File: src/rtl/load_store_unit.sv
// load_store_unit
//   Multi-cycle load/store engine sitting between the execute stage and a
//   valid/ready word-wide data bus. Each load or store becomes one bus
//   transaction. While the access is in flight, `stall` holds the PC and the
//   register-file write. The unit also handles byte-lane steering, load
//   sign/zero extension, misalignment faults and a bus timeout.
//
// Ports
//   clk, rst         : clock (rising edge), asynchronous active-high reset
//   req_load/store   : request from the current instruction (store wins if both)
//   size             : 00 byte, 01 half, 10 word, 11 illegal
//   load_unsigned    : zero-extend loads (lbu/lhu)
//   addr, wdata      : byte address and right-justified store data
//   stall            : hold PC / writeback (combinational)
//   done             : one-cycle completion pulse
//   rdata            : extended load result (0 for stores and faults)
//   misaligned       : fault flag, valid with done
//   bus_err          : timeout flag, valid with done
//   mem_valid/ready  : bus handshake
//   mem_we           : 1 for a store
//   mem_addr         : word-aligned address
//   mem_wstrb        : byte enables (0000 for loads)
//   mem_wdata        : lane-replicated store data
//   mem_rdata        : read word, sampled on the handshake edge
module load_store_unit #(
  parameter int unsigned TIMEOUT_CYCLES = 16
) (
  input  logic        clk,
  input  logic        rst,
  input  logic        req_load,
  input  logic        req_store,
  input  logic [1:0]  size,
  input  logic        load_unsigned,
  input  logic [31:0] addr,
  input  logic [31:0] wdata,
  output logic        stall,
  output logic        done,
  output logic [31:0] rdata,
  output logic        misaligned,
  output logic        bus_err,
  output logic        mem_valid,
  input  logic        mem_ready,
  output logic        mem_we,
  output logic [31:0] mem_addr,
  output logic [3:0]  mem_wstrb,
  output logic [31:0] mem_wdata,
  input  logic [31:0] mem_rdata
);

  typedef enum logic [1:0] {S_IDLE, S_BUS, S_RESP} state_t;

  // Counter wide enough to hold TIMEOUT_CYCLES-1.
  localparam int unsigned CW = (TIMEOUT_CYCLES > 1) ? $clog2(TIMEOUT_CYCLES + 1) : 1;

  state_t         state_q, state_d;
  logic [CW-1:0]  cnt_q, cnt_d;
  logic           mem_valid_q, mem_valid_d;
  logic           mem_we_q, mem_we_d;
  logic [31:0]    mem_addr_q, mem_addr_d;
  logic [3:0]     mem_wstrb_q, mem_wstrb_d;
  logic [31:0]    mem_wdata_q, mem_wdata_d;
  logic [31:0]    rdata_q, rdata_d;
  logic           done_q, done_d;
  logic           misaligned_q, misaligned_d;
  logic           bus_err_q, bus_err_d;
  // Load shaping info, captured at request time.
  // The core's inputs are not relied upon while the bus is pending.
  logic [1:0]     ld_size_q, ld_size_d;
  logic [1:0]     ld_off_q, ld_off_d;
  logic           ld_uns_q, ld_uns_d;

  logic           req;
  logic           mis;
  logic [3:0]     st_strb;
  logic [31:0]    st_wdata;
  logic [31:0]    rd_shift;
  logic [31:0]    ld_ext;
  logic           timeout_hit;

  assign req = req_load | req_store;

  // Alignment check.
  always_comb begin
    mis = 1'b0;
    case (size)
      2'b01:   mis = addr[0];
      2'b10:   mis = (addr[1:0] != 2'b00);
      2'b11:   mis = 1'b1;
      default: mis = 1'b0;
    endcase
  end

  // Store steering: replicate data into every lane, so only the strobe depends on the offset.
  always_comb begin
    st_strb  = 4'b1111;
    st_wdata = wdata;
    case (size)
      2'b00: begin
        st_strb  = 4'b0001 << addr[1:0];
        st_wdata = {4{wdata[7:0]}};
      end
      2'b01: begin
        st_strb  = 4'b0011 << addr[1:0];
        st_wdata = {2{wdata[15:0]}};
      end
      default: begin
        st_strb  = 4'b1111;
        st_wdata = wdata;
      end
    endcase
  end

  // Load extraction: shift the addressed lane down to bit 0, then extend.
  assign rd_shift = mem_rdata >> {ld_off_q, 3'b000};

  always_comb begin
    ld_ext = mem_rdata;
    case (ld_size_q)
      2'b00:   ld_ext = {{24{~ld_uns_q & rd_shift[7]}}, rd_shift[7:0]};
      2'b01:   ld_ext = {{16{~ld_uns_q & rd_shift[15]}}, rd_shift[15:0]};
      default: ld_ext = mem_rdata;
    endcase
  end

  // The counter holds the number of BUS cycles already spent without ready.
  // Hitting N-1 here means this is the N-th cycle of mem_valid.
  assign timeout_hit = (TIMEOUT_CYCLES != 0) && (cnt_q == CW'(TIMEOUT_CYCLES - 1));

  always_comb begin
    state_d      = state_q;
    cnt_d        = cnt_q;
    mem_valid_d  = mem_valid_q;
    mem_we_d     = mem_we_q;
    mem_addr_d   = mem_addr_q;
    mem_wstrb_d  = mem_wstrb_q;
    mem_wdata_d  = mem_wdata_q;
    rdata_d      = rdata_q;
    done_d       = done_q;
    misaligned_d = misaligned_q;
    bus_err_d    = bus_err_q;
    ld_size_d    = ld_size_q;
    ld_off_d     = ld_off_q;
    ld_uns_d     = ld_uns_q;
    case (state_q)
      S_IDLE: begin
        if (req) begin
          if (mis) begin
            state_d      = S_RESP;
            done_d       = 1'b1;
            misaligned_d = 1'b1;
            bus_err_d    = 1'b0;
            rdata_d      = 32'h0;
          end else begin
            state_d     = S_BUS;
            cnt_d       = '0;
            mem_valid_d = 1'b1;
            mem_we_d    = req_store;
            mem_addr_d  = {addr[31:2], 2'b00};
            mem_wstrb_d = req_store ? st_strb : 4'b0000;
            mem_wdata_d = req_store ? st_wdata : 32'h0;
            ld_size_d   = size;
            ld_off_d    = addr[1:0];
            ld_uns_d    = load_unsigned;
          end
        end
      end
      S_BUS: begin
        // A handshake takes priority over a timeout in the same cycle.
        if (mem_ready) begin
          state_d     = S_RESP;
          mem_valid_d = 1'b0;
          done_d      = 1'b1;
          rdata_d     = mem_we_q ? 32'h0 : ld_ext;
        end else if (timeout_hit) begin
          state_d     = S_RESP;
          mem_valid_d = 1'b0;
          done_d      = 1'b1;
          bus_err_d   = 1'b1;
          rdata_d     = 32'h0;
        end else if (TIMEOUT_CYCLES != 0) begin
          cnt_d = cnt_q + CW'(1);
        end
      end
      S_RESP: begin
        // Requests are ignored here so the same instruction is not reissued.
        state_d      = S_IDLE;
        done_d       = 1'b0;
        misaligned_d = 1'b0;
        bus_err_d    = 1'b0;
        rdata_d      = 32'h0;
      end
      default: state_d = S_IDLE;
    endcase
  end

  always_ff @(posedge clk or posedge rst) begin
    if (rst) begin
      state_q      <= S_IDLE;
      cnt_q        <= '0;
      mem_valid_q  <= 1'b0;
      mem_we_q     <= 1'b0;
      mem_addr_q   <= 32'h0;
      mem_wstrb_q  <= 4'b0000;
      mem_wdata_q  <= 32'h0;
      rdata_q      <= 32'h0;
      done_q       <= 1'b0;
      misaligned_q <= 1'b0;
      bus_err_q    <= 1'b0;
      ld_size_q    <= 2'b00;
      ld_off_q     <= 2'b00;
      ld_uns_q     <= 1'b0;
    end else begin
      state_q      <= state_d;
      cnt_q        <= cnt_d;
      mem_valid_q  <= mem_valid_d;
      mem_we_q     <= mem_we_d;
      mem_addr_q   <= mem_addr_d;
      mem_wstrb_q  <= mem_wstrb_d;
      mem_wdata_q  <= mem_wdata_d;
      rdata_q      <= rdata_d;
      done_q       <= done_d;
      misaligned_q <= misaligned_d;
      bus_err_q    <= bus_err_d;
      ld_size_q    <= ld_size_d;
      ld_off_q     <= ld_off_d;
      ld_uns_q     <= ld_uns_d;
    end
  end

  // stall is low in RESP: that is the cycle in which the core writes back and advances.
  assign stall = ~rst & (((state_q == S_IDLE) & req) | (state_q == S_BUS));

  assign done       = done_q;
  assign rdata      = rdata_q;
  assign misaligned = misaligned_q;
  assign bus_err    = bus_err_q;
  assign mem_valid  = mem_valid_q;
  assign mem_we     = mem_we_q;
  assign mem_addr   = mem_addr_q;
  assign mem_wstrb  = mem_wstrb_q;
  assign mem_wdata  = mem_wdata_q;

endmodule

File: config.mk
export PLATFORM = sky130hd
export DESIGN_NAME = load_store_unit
export DESIGN_NICKNAME = d
export VERILOG_FILES = /design/src/rtl/load_store_unit.sv
export SDC_FILE = /design/constraint.sdc
export NUM_CORES = 1
export LEC_CHECK = 0
export ABC_AREA = 1
export BUFFER_PORTS_ARGS = -buffer_cell sky130_fd_sc_hd__buf_2
export CAP_MARGIN = 40
export CORE_ASPECT_RATIO = 1.1
export CORE_UTILIZATION = 54
export CTS_CLUSTER_DIAMETER = 80
export DETAILED_ROUTE_END_ITERATION = 7
export PLACE_DENSITY = 0.86
export RECOVER_POWER = 25
export SYNTH_ARGS = -nofsm -noshare
export SYNTH_HDL_FRONTEND = slang
export SYNTH_SLANG_ARGS = --single-unit
File: constraint.sdc
create_clock -name clk -period 9.75 [get_ports clk]
set_clock_uncertainty 0.2 [all_clocks]
set_input_delay 0.975 -clock clk [delete_from_list [all_inputs] [get_ports clk]]
set_output_delay 0.975 -clock clk [all_outputs]
set_load 0.01 [all_outputs]
[Word-level counts from Yosys, hierarchy flattened]
Cells that the tools add are included.
Operators by class
  $add $sub $neg: 1
  equal/unequal tests: 14
  shift operators: 3
  mux-type cells: 37
  bitwise logic cells: 9
  reduce and logical (&&, ||, !) cells: 14
Operators by type and width (number)
  $mux W32: 6
  $pmux W32 S2: 2
  $pmux W32 S3: 1
  $shr A32 B5 Y16: 1
  $mux W5: 4
  $ne A2 B2 Y1 const B: 6
  $mux W1: 11
  $pmux W5 S2: 1
  $reduce_and A5 Y1: 2
  $pmux W1 S3: 3
  $mux W2: 4
  $pmux W4 S2: 1
  $reduce_and A4 Y1: 2
  $eq A2 B1 Y1 const B: 3
  $eq A2 B2 Y1 const B: 3
  $logic_not A2 Y1: 3
  $reduce_and A3 Y1: 2
  $reduce_bool A2 Y1: 3
  $add A5 B1 Y5 const B: 1
  $eq A5 B4 Y1 const B: 1
  $and A1 B1 Y1: 4
  $mux W4: 1
  $pmux W1 S2: 2
  $pmux W2 S2: 1
  other kinds (7): 10
Storage, ports and cells
  bits in registers: 115
  input port bits: 104
  output and inout port bits: 106
  logic and storage cells: 92

[Logic depth before layout (Yosys ltp)]
  word-level depth: 6
  depth in mapped cells: 12
  gate-level depth less buffers: 11

[Worst setup path after synthesis]
OpenSTA, ideal clock, no wires.
  kind: input to output
  start: input port req_store
  end: output port stall
  data arrival time: 1355 ps
  data required time: 8575 ps
  setup slack: 7220 ps
  stages on the path: 2
  path buffers: 0
  path through: nor2_1 > a211oi_1
Between the ends
  cells in the longest elaborated chain, start to end: 4
RTL lines
  start: declaration: line 31  | input logic req_store,
  $or A1 B1 Y1: line 80  | assign req = req_load | req_store;
  $and A1 B1 Y1: line 231  | assign stall = ~rst & (((state_q == S_IDLE) & req) | (state_q == S_BUS));
  $or A1 B1 Y1: line 231
  $and A1 B1 Y1: line 231
  end: declaration: line 36  | output logic stall,
Every way passes these cells.

==> summary.md <==
| Metric | Value |
|---|---|
| Status | `complete, but fails checks` |
| Violations in the final reports | `max-capacitance violations, max-slew violations` |
| PnR worst setup slack | `4.28 ns` |
| Worst hold path class | `register to register` |
| Cell-by-cell trace of the critical path | `clkbuf_1 > clkinvlp_2 > clkbuf_1 > clkbuf_1` |
| Required @ worst endpoint | `9.44 ns` |
| Global-route wire length before repair | `26400 um` |
| Final-layout fill cell count | `866` |
| Cell count after synthesis | `772` |
| Antenna violations before repair | `0` |
| Count of yosys warnings during synthesis | `0` |
| Critical-path top delay cell | `clkbuf_1` |
| Yosys top cell area share | `50.5%` |
| Register area | `0.00288 mm^2` |
| Number of maximum-capacitance violations | `2` |
| Total I/O pin count | `210` |
| Clock Tree Buf Depth | `2` |
| Cell Area, Synth | `0.00570 mm^2` |
| Setup repair after global routing missed its margin | `false` |
| Leak pwr | `0.00443 uW` |
| Area occupied by multi-input gates | `0.00243 mm^2` |
| Overall overflow remaining after global route | `0` |
| Global Route met2 Usage | `53.8%` |
| Root buffer cell | `clkbuf_8` |
| Most common cell on crit path | `clkbuf_1` |
| Total setup violations reported at the end of the flow | `0` |
| Sequential fraction of design power | `35.7%` |
| Post-place instance area | `0.00678 mm^2` |
| TritonCTS Buffers | `17` |
| Fraction of power spent switching nets | `40.4%` |
| Fraction of layout instances using a drive strength above 1 | `26.3%` |
| Area of the core region | `0.0101 mm^2` |
| Clock insertion delay at the later pin of the skew report | `0.50 ns` |
| Register area share after synthesis | `50.5%` |
| Fin Setup TNS | `0 ns` |
| Starting utilization of the core area | `56.6%` |
| Clock tree from TritonCTS | `built` |
| Final HPWL DP | `11400 um` |
| Pre-CTS worst setup slack | `6.26 ns` |
| Die span in x | `100 um` |
| Setup repair bufs after CTS | `0` |
| Overall routing resource usage | `31.3%` |
| Number of unique standard cell types used by synthesis | `31` |
| Portion of total power attributed to the clock network | `27.3%` |
| Post-layout power | `2200 uW` |
| Max VDD drop | `0.162 mV` |
| Diode insertion count for antenna repair | `0` |
| Worst setup path class | `input port to async pin` |
| Portion of total power attributed to combinational logic | `37.0%` |
| Launching element type of the critical path | `input port` |
| Height of the die | `110 um` |
| Layer with the highest usage | `met2` |
| Post-synthesis sequential element count | `115` |
| Total number of vias | `5762` |
| Achievable clock frequency | `0.183 GHz` |
| Clock slew seen by the registers of the worst setup and hold paths | `0.06 ns` |
| Violation count after the first detailed-routing iteration | `365` |
| Number of hold-slack violations in the final timing report | `0` |
| Relative max-transition margin | `-116%` |
| Internal power | `1310 uW` |
| Port Buffers | `207` |
| Worst hold slack across all endpoints | `0.270 ns` |
| Rows | `38` |
| Avg Vias per Cell | `5.15` |
| Routability-driven placement congestion ratio | `0.919` |
| Clock sink count | `115` |
| Post-CTS Resized | `0` |
| Post-synth top area cell | `dfrtp_1` |
| Most area-consuming cells after synthesis | `dfrtp_1 (50%), nand2_1 (27%), nand3_1 (3.1%)` |
| Met1 track demand over resource in global routing | `38.8%` |
| Number of iterations in the first detailed-routing pass | `5` |
| Via count of the first global-routing pass | `5500` |
| Worst Path Max Fanout | `62` |
| Number of levels the H-tree was split into | `4` |
| Number of pins with negative max-slew slack in the final report | `102` |
| Residual DRC | `0` |
| Tightest Pin Transition | `3.24 ns` |
| Number of hold buffers added after cts | `0` |
| Power spent charging and discharging nets | `888 uW` |
| Count of buffering cells on the critical path with inverters included | `4` |
| P&R area growth vs syn | `28.5%` |
| Met3 track utilization from global routing | `8.14%` |
| Tcrit/Tclk final | `56.1%` |
| Crit path time final | `5.47 ns` |
| Setup slack of the worst register-to-register path | `7.08 ns` |
| Design area | `0.00733 mm^2` |
| Worst path top cell family by delay | `buffers and inverters` |
| Largest net degree at the start of global routing | `63` |
| Syn_area_per_cell | `7.38 um^2` |
| Cell Pwr Density | `300 mW/mm^2` |
| Element type at the critical path end | `async pin` |
| Detailed Route WL | `16300 um` |
| Die Area | `0.0110 mm^2` |
| Worst path arrival time | `5.16 ns` |
| Nets@finish | `1072` |
| Antenna Violating Nets Remaining | `0` |
| Delay of the slowest cell on the worst path | `2.35 ns` |
| Average routed wire per standard cell | `14.6 um` |
logic make-up (layout without fill, tap and decap cells):
family | after synthesis | count (layout) | share of synthesized area (%)
AO/OA/AOI/OAI | 70 | 70 | 7.20
XOR/XNOR | 1 | 1 | 0.154
adder cells (fa/ha/maj) | 2 | 2 | 0.439
buffers and inverters | 88 | 294 | 6.94
flip-flops | 115 | 115 | 50.5
other | 1 | 2 | 0.0658
AND/OR/NAND/NOR | 495 | 495 | 34.7
cells in the final DEF (no fill, tap or decap), types with 3 or more instances in the layout:
cell type	count
dfrtp_1	115
inv_2	5
a21oi_1	28
o21ai_1	4
clkinv_2	4
o21ai_0	15
o211ai_1	12
a211oi_1	4
clkbuf_1	3
buf_2	206
inv_6	3
o22ai_1	5
nand3_2	3
nand3_1	35
clkinv_4	5
nand2_1	409
inv_1	44
nor2_1	39
clkbuf_16	16
area by class of cell:
class,instances,share of cell area (%)
clock inverters,15,2.15
well taps,140,2.39
repair buffers,211,14.7
inverters,51,2.63
flip-flops and latches,115,39.3
clock buffers,17,5.65
multi-input cells,570,33.2
synth_stat cells, drive strengths merged:
library cell and count:
nand2 412, dfrtp 115, inv 50, nor2 42
nand3 39, a21oi 29, buf 24, o21ai 19
clkbuf 13, o211ai 12, o22ai 5, a211oi 4
ha 2, clkinv 1, conb 1, nand4 1
nor3b 1, o21bai 1, xor2 1
state kept, by name, indices dropped and copies added (netlist names):
register and cells:
mem_wdata 32, rdata 32, mem_addr 30, cnt_q 5
mem_wstrb 4, ld_off_q 2, ld_size_q 2, state_q 2
bus_err 1, done 1, ld_uns_q 1, mem_valid 1
mem_we 1, misaligned 1
stage by stage:
| stage | util, % | std cells |
|---|---|---|
| finish | 72.7 | 1119 |
| CTS | 73.0 | 1119 |
| floorplan | - | 773 |
| global placement | 66.8 | 1085 |
| global route | 72.7 | 1119 |
| detailed placement | 67.3 | 1087 |
per-layer routing:
metal  vias to the layer above  wire (um)
met3                        35       1400
met2                       290       8130
met1                      2661       6390
li1                       2776          -
met4                         0        370
met5                         -          0
worst paths after layout:
check,from,endpoint,cells after the start
setup / recovery,rst,mem_addr[28]$_DFFE_PP0P_,4
hold / removal,done$_DFFE_PP0P_,done$_DFFE_PP0P_,2
setup reg to reg,cnt_q[0]$_DFFE_PP0P_,rdata[21]$_DFFE_PP0P_,11
hold reg to reg,done$_DFFE_PP0P_,done$_DFFE_PP0P_,2
max in group clk,size[1],ld_uns_q$_DFFE_PP0P_,9
min in group asynchronous,rst,mem_wdata[25]$_DFFE_PP0P_,2
worst reg2reg max path, stage by stage, from the launching register on:
cell,delay [ns]
dfrtp_1,0.40
ha_1,0.21
nand2_1,0.09
nor2_1,0.12
ha_1,0.20
nor2_1,0.06
nand2_1,0.20
nand2_1,0.10
inv_2,0.09
nand3_2,0.54
nand2_1,0.28
nand2_1,0.08
power by group through the flow:
stage          Clock (uW)  Sequential, uW  Combinational (uW)
3_3_place_gp            0             782                 782
3_5_place_dp            0             781                 814
4_1_cts               606             781                 818
6_report              601             783                 813
5_1_grt               628             803                 916
2_1_floorplan           0             829                 472
No activity file was read; power rests on OpenSTA's default activity.
